[config.mk]
export PLATFORM = sky130hd
export DESIGN_NAME = sha1_padder
export DESIGN_NICKNAME = d
export VERILOG_FILES = /design/src/rtl/sha1_pkg.sv /design/src/rtl/sha1_block_buffer.sv /design/src/rtl/sha1_padder.sv
export SDC_FILE = /design/constraint.sdc
export NUM_CORES = 1
export LEC_CHECK = 0
export CAP_MARGIN = 20
export CORE_ASPECT_RATIO = 1.4
export CORE_UTILIZATION = 33
export DETAILED_ROUTE_END_ITERATION = 16
export GPL_TIMING_DRIVEN = 0
export HOLD_SLACK_MARGIN = 0.15
export PLACE_DENSITY = 0.67
export SKIP_CTS_REPAIR_TIMING = 1
export SYNTH_ARGS = -nofsm -noshare
export SYNTH_HDL_FRONTEND = slang
export SYNTH_SLANG_ARGS = --single-unit
[constraint.sdc]
create_clock -name clk -period 3.4 [get_ports clk]
set_input_delay 0.51 -clock clk [delete_from_list [all_inputs] [get_ports clk]]
set_output_delay 0.51 -clock clk [all_outputs]
set_load 0.01 [all_outputs]
[src/rtl/sha1_pkg.sv]
// Shared SHA-1 definitions: padder FSM states, block layout constants and the
// hash/round constants used by both the padder and the core.
package sha1_pkg;

    typedef enum logic [2:0] {
        S_FILL,
        S_EMIT,
        S_PAD,
        S_EMIT_PAD,
        S_EXTRA,
        S_EMIT_LAST
    } padder_state_t;

    localparam logic [7:0] PAD_BYTE    = 8'h80;
    localparam int         BLOCK_BYTES = 64;
    localparam int         LEN_OFFSET  = 56;

    localparam logic [31:0] H0 = 32'h67452301;
    localparam logic [31:0] H1 = 32'hEFCDAB89;
    localparam logic [31:0] H2 = 32'h98BADCFE;
    localparam logic [31:0] H3 = 32'h10325476;
    localparam logic [31:0] H4 = 32'hC3D2E1F0;

    localparam logic [31:0] K0 = 32'h5A827999;
    localparam logic [31:0] K1 = 32'h6ED9EBA1;
    localparam logic [31:0] K2 = 32'h8F1BBCDC;
    localparam logic [31:0] K3 = 32'hCA62C1D6;

    // Byte idx of the block (56..63) carries the big-endian bit length.
    function automatic logic [7:0] len_byte(input logic [63:0] bit_len, input int idx);
        return bit_len[8*((BLOCK_BYTES - 1 - idx) & 7) +: 8];
    endfunction

endpackage

[src/rtl/sha1_block_buffer.sv]
// 64-byte staging buffer for one SHA-1 block: byte writes, 0x80/zero padding
// from a given index, length insertion, and a flattened big-endian read.
module sha1_block_buffer
    import sha1_pkg::*;
(
    input  logic         clk,
    input  logic         reset,
    input  logic         clear,
    input  logic         wr_en,
    input  logic [5:0]   wr_idx,
    input  logic [7:0]   wr_data,
    input  logic         pad_en,
    input  logic [5:0]   pad_idx,
    input  logic         extra_en,
    input  logic [63:0]  bit_len,
    output logic [511:0] block
);

    logic [7:0] mem [BLOCK_BYTES];
    logic       pad_has_len;

    // The length only fits in this block if the 0x80 lands before the length field.
    assign pad_has_len = (pad_idx < 6'(LEN_OFFSET));

    always_ff @(posedge clk or negedge reset) begin
        if (!reset) begin
            for (int i = 0; i < BLOCK_BYTES; i++) mem[6'(i)] <= 8'h00;
        end else if (clear) begin
            for (int i = 0; i < BLOCK_BYTES; i++) mem[6'(i)] <= 8'h00;
        end else if (wr_en) begin
            mem[wr_idx] <= wr_data;
        end else if (pad_en) begin
            for (int i = 0; i < BLOCK_BYTES; i++) begin
                if (i == int'(pad_idx))
                    mem[6'(i)] <= PAD_BYTE;
                else if (i > int'(pad_idx))
                    mem[6'(i)] <= (pad_has_len && i >= LEN_OFFSET) ? len_byte(bit_len, i) : 8'h00;
            end
        end else if (extra_en) begin
            for (int i = 0; i < BLOCK_BYTES; i++)
                mem[6'(i)] <= (i >= LEN_OFFSET) ? len_byte(bit_len, i) : 8'h00;
        end
    end

    for (genvar g = 0; g < BLOCK_BYTES; g++) begin : g_flat
        assign block[8*(BLOCK_BYTES-1-g) +: 8] = mem[g];
    end

endmodule

[src/rtl/sha1_padder.sv]
// SHA-1 message padder: packs a byte stream into 512-bit blocks and appends
// the 0x80 marker, zero fill and 64-bit big-endian bit length.
module sha1_padder #(
    parameter int LEN_WIDTH   = 64,
    parameter int BLOCK_BYTES = 64
) (
    input  logic         clk,
    input  logic         reset,
    input  logic [7:0]   byte_in,
    input  logic         byte_valid,
    input  logic         byte_last,
    input  logic         close,
    output logic         byte_ready,
    output logic [511:0] block_out,
    output logic         block_valid,
    output logic         block_last,
    input  logic         block_ready,
    output logic         busy
);
    import sha1_pkg::*;

    localparam int               PTR_W    = $clog2(BLOCK_BYTES);
    localparam logic [PTR_W-1:0] LAST_PTR = PTR_W'(BLOCK_BYTES - 1);

    padder_state_t        state;
    logic [PTR_W-1:0]     ptr;
    logic [LEN_WIDTH-1:0] bitcnt;
    logic                 pend_pad;
    logic                 take_byte;
    logic                 take_close;
    logic                 msg_end;
    logic                 handshake;

    assign take_byte  = (state == S_FILL) && byte_ready && byte_valid;
    assign take_close = (state == S_FILL) && byte_ready && close && !byte_valid;
    assign msg_end    = byte_last || close;
    assign handshake  = block_valid && block_ready;
    assign busy       = (state != S_FILL) || (ptr != '0) || (bitcnt != '0);

    sha1_block_buffer u_buffer (
        .clk      (clk),
        .reset    (reset),
        .clear    (handshake),
        .wr_en    (take_byte),
        .wr_idx   (ptr),
        .wr_data  (byte_in),
        .pad_en   (state == S_PAD),
        .pad_idx  (ptr),
        .extra_en (state == S_EXTRA),
        .bit_len  (bitcnt),
        .block    (block_out)
    );

    // Outputs are registered alongside the state so they change only on transitions.
    always_ff @(posedge clk or negedge reset) begin
        if (!reset) begin
            state       <= S_FILL;
            ptr         <= '0;
            bitcnt      <= '0;
            pend_pad    <= 1'b0;
            byte_ready  <= 1'b0;
            block_valid <= 1'b0;
            block_last  <= 1'b0;
        end else begin
            case (state)
                S_FILL: begin
                    byte_ready <= 1'b1;
                    if (take_byte) begin
                        ptr    <= ptr + PTR_W'(1);
                        bitcnt <= bitcnt + LEN_WIDTH'(8);
                        if (ptr == LAST_PTR) begin
                            state       <= S_EMIT;
                            pend_pad    <= msg_end;
                            byte_ready  <= 1'b0;
                            block_valid <= 1'b1;
                            block_last  <= 1'b0;
                        end else if (msg_end) begin
                            state      <= S_PAD;
                            byte_ready <= 1'b0;
                        end
                    end else if (take_close) begin
                        state      <= S_PAD;
                        byte_ready <= 1'b0;
                    end
                end
                S_EMIT: begin
                    if (block_ready) begin
                        block_valid <= 1'b0;
                        ptr         <= '0;
                        if (pend_pad) begin
                            state    <= S_PAD;
                            pend_pad <= 1'b0;
                        end else begin
                            state      <= S_FILL;
                            byte_ready <= 1'b1;
                        end
                    end
                end
                S_PAD: begin
                    state       <= S_EMIT_PAD;
                    block_valid <= 1'b1;
                    block_last  <= (ptr < PTR_W'(LEN_OFFSET));
                end
                S_EMIT_PAD: begin
                    if (block_ready) begin
                        block_valid <= 1'b0;
                        if (block_last) begin
                            state      <= S_FILL;
                            ptr        <= '0;
                            bitcnt     <= '0;
                            pend_pad   <= 1'b0;
                            byte_ready <= 1'b1;
                            block_last <= 1'b0;
                        end else begin
                            state <= S_EXTRA;
                        end
                    end
                end
                S_EXTRA: begin
                    state       <= S_EMIT_LAST;
                    block_valid <= 1'b1;
                    block_last  <= 1'b1;
                end
                S_EMIT_LAST: begin
                    if (block_ready) begin
                        state       <= S_FILL;
                        ptr         <= '0;
                        bitcnt      <= '0;
                        pend_pad    <= 1'b0;
                        byte_ready  <= 1'b1;
                        block_valid <= 1'b0;
                        block_last  <= 1'b0;
                    end
                end
                default: begin
                    state       <= S_FILL;
                    block_valid <= 1'b0;
                    block_last  <= 1'b0;
                end
            endcase
        end
    end

endmodule
# [Yosys cells after proc, flatten, opt, wreduce, memory -nomap -nowiden]
# Index checks and enable logic that the tools add are counted.
[classes] add_sub_neg=2 mul=0 n_div=0 magnitude_cmp=34 eq_ne=81 shifts=0 muxes=112 n_bitwise=3 reduce_logical=63
[op_table] cell="$mux 256" count=4
[op_table] cell="$bwmux 512" count=1
[op_table] cell="$mux 8" count=64
[op_table] cell="$mux 64" count=4
[op_table] cell="$pmux 64 s3" count=1
[op_table] cell="$ne 5x5->1 const B" count=31
[op_table] cell="$eq 6x6->1 const A" count=16
[op_table] cell="$gt 5x6->1 const A" count=16
[op_table] cell="$add 64x4->64 const B" count=1
[op_table] cell="$reduce_and 2->1" count=32
[op_table] cell="$reduce_bool 64->1" count=1
[op_table] cell="$demux 8 s6" count=1
[op_table] cell="$eq 5x6->1 const A" count=8
[op_table] cell="$gt 4x6->1 const A" count=8
[op_table] cell="$eq 4x6->1 const A" count=4
[op_table] cell="$gt 3x6->1 const A" count=4
[op_table] cell="$mux 3" count=8
[op_table] cell="$mux 6" count=4
[op_table] cell="$mux 1" count=18
[op_table] cell="$pmux 3 s6" count=1
[op_table] cell="$pmux 6 s3" count=1
[op_table] cell="$reduce_and 5->1" count=3
[op_table] cell="$eq 3x6->1 const A" count=2
[op_table] cell="$gt 2x6->1 const A" count=2
[op_table] cell="34 further kinds" count=60
[totals] register_bits=589 latch_bits=0 ramBits=0 romBits=0 inputBits=14 word_cells=366 mem_count=0

# [Logic depth before layout (Yosys ltp)]
# Gate-level depths: netlist of run 1.
[depth] depth_word=8 ltp_mapped=10

# [Hierarchy]
# From an unflattened synthesis of run 1, not the netlist that was laid out.
[hier_totals] hier_cells=1593 hier_area_um2=22711.8
[by_module_without_submodules] module="sha1_block_buffer" n_inst=1 cells_per_inst=1123 area_each_um2=18576.6 seq_area_each_um2=14093.5
[by_module_without_submodules] module="sha1_padder" n_inst=1 cells_per_inst=470 area_each_um2=4135.2 seq_area_each_um2=1851.8

# [Worst setup path before layout of run 1]
# Ideal clock, no wire load.
[synth_path] kind="register -> register" startpoint="reg state[0]" endpoint="reg u_buffer.mem (netlist bit u_buffer.block[144]) (enable)" setup_ps=370 arrival_ps=2322 path_slack_ps=707 path_stages_with_launch=9 period_less_slack_ps=2693 cell_sequence="dfrtp_1 buf_6 or3_1 buf_6 nor3_4 buf_2 and3_1 nand3b_2 nor2_1"
[synth_between] elab_chain_cells=4
[synth_rtl] item="from (decl)" line_no="sha1_padder.sv:25" source="padder_state_t state;"
[synth_rtl] item="from (signal assigned)" line_no="sha1_padder.sv:57" source="state <= S_FILL;"
[synth_rtl] item="from (signal assigned)" line_no="sha1_padder.sv:72" source="state <= S_EMIT;"
[synth_rtl] item="from (signal assigned)" line_no="sha1_padder.sv:78" source="state <= S_PAD;"
[synth_rtl] item="$logic_not 3->1" line_no="sha1_padder.sv:34" source="assign take_byte = (state == S_FILL) && byte_ready && byte_valid;"
[synth_rtl] item="$logic_and 1x1->1 (2 in series)" line_no="sha1_padder.sv:34"
[synth_rtl] item="$reduce_and 3->1 (no line)"
[synth_rtl] item="to (signal, indexed assignment)" line_no="sha1_block_buffer.sv:31" source="mem[wr_idx] <= wr_data;"
[synth_rtl] item="to (signal, indexed assignment)" line_no="sha1_block_buffer.sv:37" source="mem[6'(i)] <= (pad_has_len && i >= LEN_OFFSET) ? len_byte(bit_len, i) : 8'h00;"
[synth_rtl] item="to (signal, indexed assignment)" line_no="sha1_block_buffer.sv:41" source="mem[6'(i)] <= (i >= LEN_OFFSET) ? len_byte(bit_len, i) : 8'h00;"
[synth_rtl] item="to (decl)" line_no="sha1_block_buffer.sv:19" source="logic [7:0] mem [BLOCK_BYTES];"
# Every way passes these cells.
# A chain may end at the register's enable or synchronous reset.

# [Worst setup path after layout of run 1]
[layout_path] startpoint="reg ptr[2]" endpoint="out busy"
[layout_between] elab_chain_cells=3
[layout_rtl] item="from (decl)" line_no="sha1_padder.sv:26" source="logic [PTR_W-1:0] ptr;"
[layout_rtl] item="from (signal assigned)" line_no="sha1_padder.sv:69" source="ptr <= ptr + PTR_W'(1);"
[layout_rtl] item="$reduce_bool 6->1" line_no="sha1_padder.sv:38" source="assign busy = (state != S_FILL) || (ptr != '0) || (bitcnt != '0);"
[layout_rtl] item="$logic_or 1x1->1 (2 in series)" line_no="sha1_padder.sv:38"
[layout_rtl] item="to (decl)" line_no="sha1_padder.sv:18" source="output logic busy"
# Every way passes these cells.

==> results of run 1 <==
[cell usage after synthesis, drive strengths merged (18+ instances only)]
| cell | number | area, sq um |
|---|---|---|
| edfxtp | 256 | 7687 |
| clkbuf | 56 | 210.2 |
| nor4 | 34 | 234.0 |
| nand4 | 36 | 237.7 |
| o22ai | 19 | 118.9 |
| nor2 | 115 | 431.7 |
| a21oi | 73 | 365.4 |
| o31ai | 19 | 142.6 |
| a22o | 147 | 1287 |
| o21ai | 94 | 481.7 |
| nand3 | 34 | 170.2 |
| buf | 29 | 161.4 |
| dfrtp | 330 | 8258 |
| or4 | 21 | 157.7 |
| inv | 18 | 67.56 |
| o2bb2ai | 28 | 245.2 |
| nand2 | 137 | 526.8 |
| or3 | 30 | 187.7 |
[worst max-delay path, cell delays in order (launching register included)]
cell and delay, ns:
dfrtp_1 0.39, clkbuf_1 0.24, or4_1 0.73, nor2_4 0.28, nand3_1 0.12, nor4_2 0.29
nand3_1 0.16, dlymetal6s2s_1 0.22
[per-layer routing]
layer,vias to the layer above,GRT usage [%]
li1,7630,-
met4,0,10.35
met5,-,0
met3,196,5.355
met2,782,41.65
met1,9091,29.05
[layout by cell type, fill, tap and decap left out, types with 28 or more instances in the layout]
cell and count:
nor4_1 31, nand3_1 33, o21ai_0 90, edfxtp_1 256, a21oi_1 73, o2bb2ai_1 28, or3_1 30, nor2_1 86
clkbuf_16 57, clkbuf_1 57, nand4_1 34, buf_2 31, a22o_1 147, clkdlybuf4s50_1 518, nand2_1 131, dfrtp_1 329
[power breakdown]
group | internal, mW | switching, mW
Sequential | 7.54 | 0.138
Combinational | 0.858 | 2.75
Clock | 3.65 | 2.78
[kinds of logic after synthesis]
| group | count (synthesis) |
|---|---|
| flops | 586 |
| mux | 10 |
| fa+ha+maj | 5 |
| compound gates | 459 |
| simple gates | 491 |
| xor+xnor | 17 |
| buf+inv | 103 |
[flip-flops by register name, indices dropped and copies added, names as in the netlist]
name            cells
bitcnt             61
block_last          1
block_valid         1
byte_ready          1
pend_pad            1
ptr                 6
state               3
u_buffer.block    512
[how the worst min path moves through the flow]
stage	from	end	slack, ns	cells past startpoint
floorplan	reset	bitcnt[10]	0.21	0
global placement	u_buffer.block[319]	u_buffer.block[319]	0.46	1
global route	byte_in[5]	u_buffer.block[93]	0.18	1
CTS	reset	u_buffer.block[398]	-0.07	1
detailed placement	u_buffer.block[487]	u_buffer.block[487]	0.47	1
finish	byte_in[5]	u_buffer.block[93]	0.23	1
[final cells by class]
class	count	share of cell area [%]
Clock buffer	70	4.865
Sequential cell	586	50.86
Clock inverter	33	1.093
Timing Repair Buffer	547	17.61
Buffer	85	1.213
Inverter	18	0.2155
Tap cell	862	3.440
Multi-Input combinational cell	982	20.69
Antenna cell	1	0.007981
[metrics by stage]
step / setup TNS (ns) / hold WS, ns / cells / utilization (%)
finish: -0.1780 / 0.2286 / 3184 / 46.20
global route: -0.2996 / 0.1846 / 3183 / 46.20
CTS: -67.34 / -0.06865 / 3174 / 45.72
detailed placement: -143.99 / 0.4695 / 3071 / 42.96
global placement: -6979.87 / 0.4623 / 3061 / 42.70
floorplan: 0 / 0.2144 / 1671 / -
==> flow_metrics.env, run 1 <==
export IMPL_start_util_pct=33.33
export IMPL_fin_skew_ns=0.02654
export IMPL_synth_compound_area_share_pct=14.93
export IMPL_fp_dieH_microns=311.8
export IMPL_violations="negative setup slack"
export IMPL_top_layer="met4"
export IMPL_dr_wl_met3_microns=5506
export IMPL_grt_max_degree=127
export IMPL_ant_nets=0
export IMPL_async_flop_share_pct=56.31
export IMPL_end_kind="output pin"
export IMPL_synth_xor_area_share_pct=0.6583
export IMPL_hp_class="in -> reg"
export IMPL_grt_pass1_wl_microns=124600
export IMPL_avgViaCountPerCell=5.559
export IMPL_netlist_area_sq_um=22620
export IMPL_syn_to_final_growth_pct=38.62
export IMPL_r2r_slack_ns=0.03
export IMPL_critPathCapture="busy"
export IMPL_drc=0
export IMPL_met2_length_microns=42660
export IMPL_reg2reg_to="u_buffer.block[511]"
export IMPL_routed_via_count=17699
export IMPL_dr_first_iter_drc_count=1313
export IMPL_multiInputGateArea_sq_um=6487
export IMPL_antenna_found_initial=0
export IMPL_fin_crit_sh_pct=105.2
export IMPL_clk_latency_ns=0.62
export IMPL_routedWlPerCell_microns=26.84
export IMPL_critical_path_arrival_ns=3.07
export IMPL_path_max_fanout=10
export IMPL_dpl_cell_area_sq_um=29160
export IMPL_avgSynthCellArea_sq_um=13.54
export IMPL_finalPower_mw=17.71
export IMPL_cp_required_ns=2.89
export IMPL_stdcell_area_sq_um=31350
export IMPL_timing_final_ws_setup_ns=-0.1780
export IMPL_final_max_slew_viol_count=0
export IMPL_met1Wirelength_microns=33350
export IMPL_leakage_nw=11.97
export IMPL_worst_setup_path_start_kind="flop"
export IMPL_synth_mux_area_share_pct=0.4536
export IMPL_hold_viol_final=0
export IMPL_n_fill_cell=6073
export IMPL_clock_path_buffers=3
export IMPL_cts_buffers=55
export IMPL_synth_nets=1690
export IMPL_startpoint="ptr[2]"
export IMPL_status="finished, violations left"
export IMPL_dieWidth_microns=223.3
export IMPL_synthCells=1671
export IMPL_fmax_ghz=0.2795
export IMPL_worst_pin_slew_ns=1.135
export IMPL_h_tree_depth=2
export IMPL_final_layout_size_suffix_gt1_share_pct=9.910
export IMPL_critical_path_class="reg -> out"
export IMPL_core_area_sq_um=67870
export IMPL_synth_edff_count=256
export IMPL_min_period_ns=3.578
export IMPL_dr_pass1_iters=5
export IMPL_synth_distinct_cells=79
export IMPL_path_clk_slew_ns=0.07
export IMPL_track_usage_pct=24.21
export IMPL_seqCellArea_sq_um=15950
export IMPL_yosysWarnings=0
export IMPL_slew_headroom_pct=23.72
export IMPL_die_area_sq_um=69600
export IMPL_yosys_area_share_simple_pct=11.24
export IMPL_wirelength_microns=85470
export IMPL_ys_flop_type="dfrtp_1"
export IMPL_vdd_ir_drop_max_mv=0.3369
export IMPL_setup_viol=1
export IMPL_dpl_hpwl_microns=62400
export IMPL_rows=113
export IMPL_powerDensity_nw_per_um2=564.9
export IMPL_cap_viol_max_count=0
export IMPL_grt_pass1_vias=17697
export IMPL_grt_overflow_total=0
export IMPL_fin_nets=2294
export IMPL_port_buffers=528
export IMPL_reg2reg_depth=7
export IMPL_yosysSeqAreaShare_pct=70.50
export IMPL_r2r_start="state[2]"
export IMPL_cts_sinks=586
export IMPL_synthAdderAreaFrac_pct=0.2766
export IMPL_synth_seq_cells=586
export IMPL_synth_top_family_by_area="compound AO/OA/AOI/OAI gates"
export IMPL_cts_tree="done"
export IMPL_cts_root_buf="clkbuf_16"
export IMPL_gp_congestion=0.9275
export IMPL_rsz0062_at_grt="yes"
export IMPL_ios=530
export IMPL_pre_cts_ws_ns=-0.8296
(Power assumes the default switching activity.)
==> inputs of run 2 (changes only) <==
Settings changed: ABC_AREA from default to 1, PLACE_DENSITY 0.67 to 0.66.
==> flow_metrics.env, run 2 <==
export IMPL_cp_required_ns=3.64
export IMPL_critical_path_class="reg -> reg"
export IMPL_hp_class="in -> async"
export IMPL_busiest_layer="met2"
export IMPL_synth_distinct_cells=42
export IMPL_grtUsageMet1_pct=27.91
export IMPL_die_area_sq_um=75690
export IMPL_start_util_pct=33.34
export IMPL_pre_cts_ws_ns=-0.4633
export IMPL_end_kind="flop"
export IMPL_grt_pass1_vias=19668
export IMPL_powerDensity_nw_per_um2=590.2
export IMPL_dr_first_iter_drc_count=1548
export IMPL_worst_pin_slew_ns=1.098
export IMPL_gp_congestion=0.9565
export IMPL_port_buffers=529
export IMPL_cts_root_buf="clkbuf_16"
export IMPL_core_area_sq_um=73820
export IMPL_yosysSeqAreaShare_pct=64.79
export IMPL_diodes=0
export IMPL_setup_viol=8
export IMPL_synthCells=2583
export IMPL_wirelength_microns=93690
export IMPL_grt_overflow_total=0
export IMPL_ys_flop_type="dfrtp_1"
export IMPL_cts_sinks=586
export IMPL_final_layout_size_suffix_gt1_share_pct=7.172
export IMPL_min_period_ns=3.439
export IMPL_dieWidth_microns=232.8
export IMPL_final_cell_mix="966 x nand2_1, 520 x clkdlybuf4s50_1, 330 x dfrtp_1"
export IMPL_status="finished, violations left"
export IMPL_leakage_nw=14.30
export IMPL_clk_latency_ns=0.65
export IMPL_grt_use_met3_pct=4.663
export IMPL_violations="negative hold slack, negative setup slack"
export IMPL_slew_headroom_pct=26.81
export IMPL_fin_crit_sh_pct=101.1
export IMPL_yosysMostFrequentCell="nand2_1"
export IMPL_cts_buffers=57
export IMPL_path_clk_slew_ns=0.06
export IMPL_timing_final_ws_setup_ns=-0.03909
export IMPL_startpoint="state[1]"
export IMPL_clock_path_buffers=3
export IMPL_final_max_slew_viol_count=0
export IMPL_yosysWarnings=0
export IMPL_fin_skew_ns=0.04714
export IMPL_r2r_start="state[1]"
export IMPL_critical_path_arrival_ns=3.67
export IMPL_track_usage_pct=24.42
export IMPL_final_common_cell="nand2_1"
export IMPL_async_flop_share_pct=56.31
export IMPL_synth_seq_cells=586
export IMPL_globalRouteMet2Util_pct=44.09
export IMPL_syn_to_final_growth_pct=34.54
export IMPL_worst_setup_path_start_kind="flop"
export IMPL_synthTopCellsByArea="dfrtp_1 34%, edfxtp_1 31%, nand2_1 15%, nor2_1 3.9%, o21ai_0 3.1%"
export IMPL_dpl_hpwl_microns=70880
export IMPL_fmax_ghz=0.2908
export IMPL_dr_pass1_iters=5
export IMPL_drc=0
export IMPL_rows=118
export IMPL_stdcell_count=4181
export IMPL_avgViaCountPerCell=4.912
export IMPL_synth_common_cells="966 x nand2_1, 330 x dfrtp_1, 256 x edfxtp_1, 256 x nor2_1, 173 x inv_1"
export IMPL_fp_dieH_microns=325.1
export IMPL_largest_reg_flops=512
export IMPL_ant_nets=0
export IMPL_vdd_ir_drop_max_mv=0.4646
export IMPL_yosysTopAreaCell="dfrtp_1"
export IMPL_synth_nets=2602
export IMPL_avgSynthCellArea_sq_um=9.528
export IMPL_antenna_found_initial=0
export IMPL_hold_viol_final=62
export IMPL_final_util_pct=44.85
export IMPL_cap_viol_max_count=0
export IMPL_routedWlPerCell_microns=22.41
export IMPL_synth_edff_count=256
export IMPL_fin_nets=3194
export IMPL_yosysTopAreaCellShare_pct=33.56
export IMPL_routed_via_count=20539
export IMPL_grt_max_degree=94
export IMPL_path_max_fanout=10
export IMPL_hold_ws_ns=-0.1922
export IMPL_rsz0062_at_grt="yes"
export IMPL_h_tree_depth=2
export IMPL_cts_tree="done"
export IMPL_netlist_area_sq_um=24610
export IMPL_placedCellCount=4076
export IMPL_grt_pass1_wl_microns=135400
export IMPL_ios=530
==> run 2: changes by cell type after synthesis, moves of 61 or more <==
cell	delta
a22o_1	-147
inv_1	+155
nand2_1	+834
nand3_1	+68
nor2_1	+141
o21ai_0	+61
==> run 2: cell type report <==
type	instances	area, sq um
Clock inverter	34	392.9
Buffer	63	296.5
Timing Repair Buffer	533	5354
Fill cell	7095	40710
Inverter	191	716.9
Clock buffer	71	1489
Sequential cell	586	15950
Multi-Input combinational cell	1743	7715
Tap cell	960	1201
==> run 2: through the flow <==
stage	power, mW	cell area (sq um)	TNS, ns
floorplan	10.70	24610	0
global placement	13.15	31110	-7789.73
detailed placement	13.17	31170	-39.98
CTS	19.62	33050	-2.117
global route	20.30	33110	-6.863
finish	19.54	33110	-0.2912
==> run 2: worst max-delay path, cell delays in order (launching register included) <==
cell     delay (ns)
dfrtp_1        0.45
inv_2          0.10
nand2_2        0.11
nor2_8         0.16
nand3_4        0.17
nor2_4         0.32
nand3_1        0.19
inv_2          0.12
nand3_1        0.50
nor2_1         0.90
==> run 2: per-layer routing <==
layer  up-vias  wire (microns)
met1      9917           34860
li1       9636               -
met3       177            6100
met2       809           48480
met4         0            4243
met5         -               0
==> run 2: where the power goes <==
group          switching (mW)  internal (mW)
Combinational            4.07           1.13
Sequential              0.229           7.64
Clock                    2.87           3.59
==> run 2: logic make-up (layout without fill, tap and decap cells) <==
logic type | after synthesis | count (layout) | share of synthesized area, %
DFF | 586 | 586 | 64.79
xor gates and xnor gates | 6 | 6 | 0.2135
AOI/OAI and AO/OA | 256 | 256 | 5.587
adders and majority gates | 5 | 5 | 0.2542
and+or+nand+nor | 1476 | 1476 | 25.03
buffers and inverters | 254 | 892 | 4.118
==> run 2: worst paths after layout <==
kind	slack [ns]	end	depth (start not counted)
hold / removal	-0.19	u_buffer.block[329]	1
hold reg to reg	0.47	u_buffer.block[383]	2
max in group asynchronous	2.21	u_buffer.block[300]	3
setup reg to reg	-0.04	u_buffer.block[96]	9
min in group clk	0.47	u_buffer.block[383]	2
setup / recovery	-0.04	u_buffer.block[96]	9
==> inputs of run 3 (changes only) <==
Settings changed: CAP_MARGIN 20 to 15, PLACE_DENSITY 0.66 to 0.67, SETUP_SLACK_MARGIN from default to 0.5.
==> flow_metrics.env, run 3 (synthesized netlist as in run 2, its figures left out) <==
export IMPL_drc=0
export IMPL_fmax_ghz=0.3378
export IMPL_grt_max_degree=106
export IMPL_cts_buffers=56
export IMPL_die_area_sq_um=75690
export IMPL_track_usage_pct=24.49
export IMPL_critPathTopFamily="simple AND/OR/NAND/NOR gates"
export IMPL_cpMostUsedCell="nand2_1"
export IMPL_leakage_nw=14.38
export IMPL_setup_tns_ns=0
export IMPL_status="complete, no violations"
export IMPL_finalPower_mw=19.80
export IMPL_critical_path_class="reg -> out"
export IMPL_dpl_hpwl_microns=70780
export IMPL_path_cells="buf_2 -> nor2_4 -> nand2_1 -> inv_2 -> nand2_1 -> nor3_4 -> nand3_1 -> dlymetal6s2s_1"
export IMPL_port_buffers=529
export IMPL_hold_viol_final=0
export IMPL_cap_viol_max_count=0
export IMPL_pre_cts_ws_ns=-0.5158
export IMPL_hp_class="in -> async"
export IMPL_cp_depth=8
export IMPL_fin_skew_ns=0.02966
export IMPL_rsz0062_at_grt="yes"
export IMPL_wirelength_microns=93690
export IMPL_crit_path_max_incr_delay_ns=0.37
export IMPL_cts_root_buf="clkbuf_16"
export IMPL_clk_latency_ns=0.65
export IMPL_critical_path_arrival_ns=2.45
export IMPL_worst_pin_slew_ns=1.063
export IMPL_fp_dieH_microns=325.1
export IMPL_seqCellArea_sq_um=15950
export IMPL_min_period_ns=2.961
export IMPL_syn_to_final_growth_pct=36.01
export IMPL_dr_pass1_iters=5
export IMPL_worst_setup_path_start_kind="flop"
export IMPL_n_fill_cell=7090
export IMPL_path_max_fanout=10
export IMPL_rows=118
export IMPL_antenna_found_initial=0
export IMPL_vdd_ir_drop_max_mv=0.4304
export IMPL_setup_viol=0
export IMPL_dr_first_iter_drc_count=1592
export IMPL_final_common_cell="nand2_1"
export IMPL_reg2reg_to="u_buffer.block[225]"
export IMPL_cts_tree="done"
export IMPL_fin_crit_sh_pct=87.08
export IMPL_reg2reg_depth=9
export IMPL_final_cell_mix="966 x nand2_1, 519 x clkdlybuf4s50_1, 330 x dfrtp_1"
export IMPL_ant_nets=0
export IMPL_final_util_pct=45.34
export IMPL_cp_required_ns=2.89
export IMPL_diodes=0
export IMPL_powerDensity_nw_per_um2=591.6
export IMPL_start_util_pct=33.34
export IMPL_timing_final_ws_setup_ns=0.4393
export IMPL_routed_via_count=20577
export IMPL_path_clk_slew_ns=0.07
export IMPL_crit_buf_inv=3
export IMPL_grt_pass1_wl_microns=135600
export IMPL_grt_pass1_vias=19782
export IMPL_clock_path_buffers=3
export IMPL_fin_nets=3203
export IMPL_final_max_slew_viol_count=0
export IMPL_dieWidth_microns=232.8
export IMPL_critPathCapture="busy"
export IMPL_r2r_start="state[2]"
export IMPL_routedWlPerCell_microns=22.36
export IMPL_r2r_slack_ns=0.58
export IMPL_avgViaCountPerCell=4.910
export IMPL_grt_overflow_total=0
export IMPL_ios=530
export IMPL_placedCellCount=4077
export IMPL_h_tree_depth=2
export IMPL_stdcell_count=4191
export IMPL_multiInputGateArea_sq_um=7905
export IMPL_final_layout_size_suffix_gt1_share_pct=8.233
export IMPL_largest_reg_flops=512
export IMPL_cts_sinks=586
export IMPL_gp_congestion=0.9839
export IMPL_core_area_sq_um=73820
export IMPL_slowest_stage="dfrtp_1"
export IMPL_slew_headroom_pct=29.16
export IMPL_startpoint="ptr[3]"
export IMPL_end_kind="output pin"
-- run 3: changes by cell type in the layout (fill, tap and decap cells not counted), moves of 2 or more --
cell / before / now
clkinv_2: 11 / 7
clkbuf_8: 1 / 4
nor2_2: 42 / 37
nand3_1: 102 / 99
inv_6: 1 / 3
nand3_4: 2 / 4
clkbuf_1: 49 / 45
nor2_4: 9 / 32
nor2_1: 242 / 224
buf_4: 7 / 14
clkinvlp_4: 5 / 8
-- run 3: worst min-delay path by stage --
| stage | from | end | slack [ns] |
|---|---|---|---|
| finish | reset | u_buffer.block[364] | 0.43 |
| global route | reset | u_buffer.block[360] | 0.45 |
| global placement | u_buffer.block[448] | u_buffer.block[448] | 0.46 |
| detailed placement | reset | u_buffer.block[329] | 0.44 |
| floorplan | reset | bitcnt[10] | 0.21 |
| CTS | reset | u_buffer.block[332] | -0.28 |
-- run 3: per-layer routing --
metal | vias to the layer above | part of all wire [%] | GRT usage (%)
met3 | 171 | 5.9 | 4.076
met2 | 742 | 52 | 43.85
met1 | 10005 | 38 | 28.27
met4 | 0 | 4.8 | 11.03
li1 | 9659 | - | -
met5 | - | 0 | 0
-- run 3: per-stage QoR --
step,cell area [sq um],hold slack (ns)
6_report,33470,0.4325
5_1_grt,33470,0.4488
4_1_cts,33130,-0.2752
3_5_place_dp,31180,0.4381
3_3_place_gp,31110,0.4553
2_1_floorplan,24610,0.2144
-- run 3: where the power goes --
part	switching (mW)	leakage (nW)	total, mW	internal, mW
registers	0.220	6.88	7.86	7.64
logic	4.13	6.58	5.29	1.16
clock network	2.95	0.921	6.65	3.70
-- run 3: area by class of cell --
class                           count  area share [%]
Sequential cell                   586           47.64
Multi-Input combinational cell   1743           23.62
Timing Repair Buffer              543           16.31
Clock buffer                       69           4.452
Tap cell                          960           3.589
Inverter                          191           2.142
Clock inverter                     36           1.361
Buffer                             63          0.8934
-- run 3: tightest hold or removal path, delay by kind of cell --
family	cells	cell delay (ns)
buf+inv	3	0.94
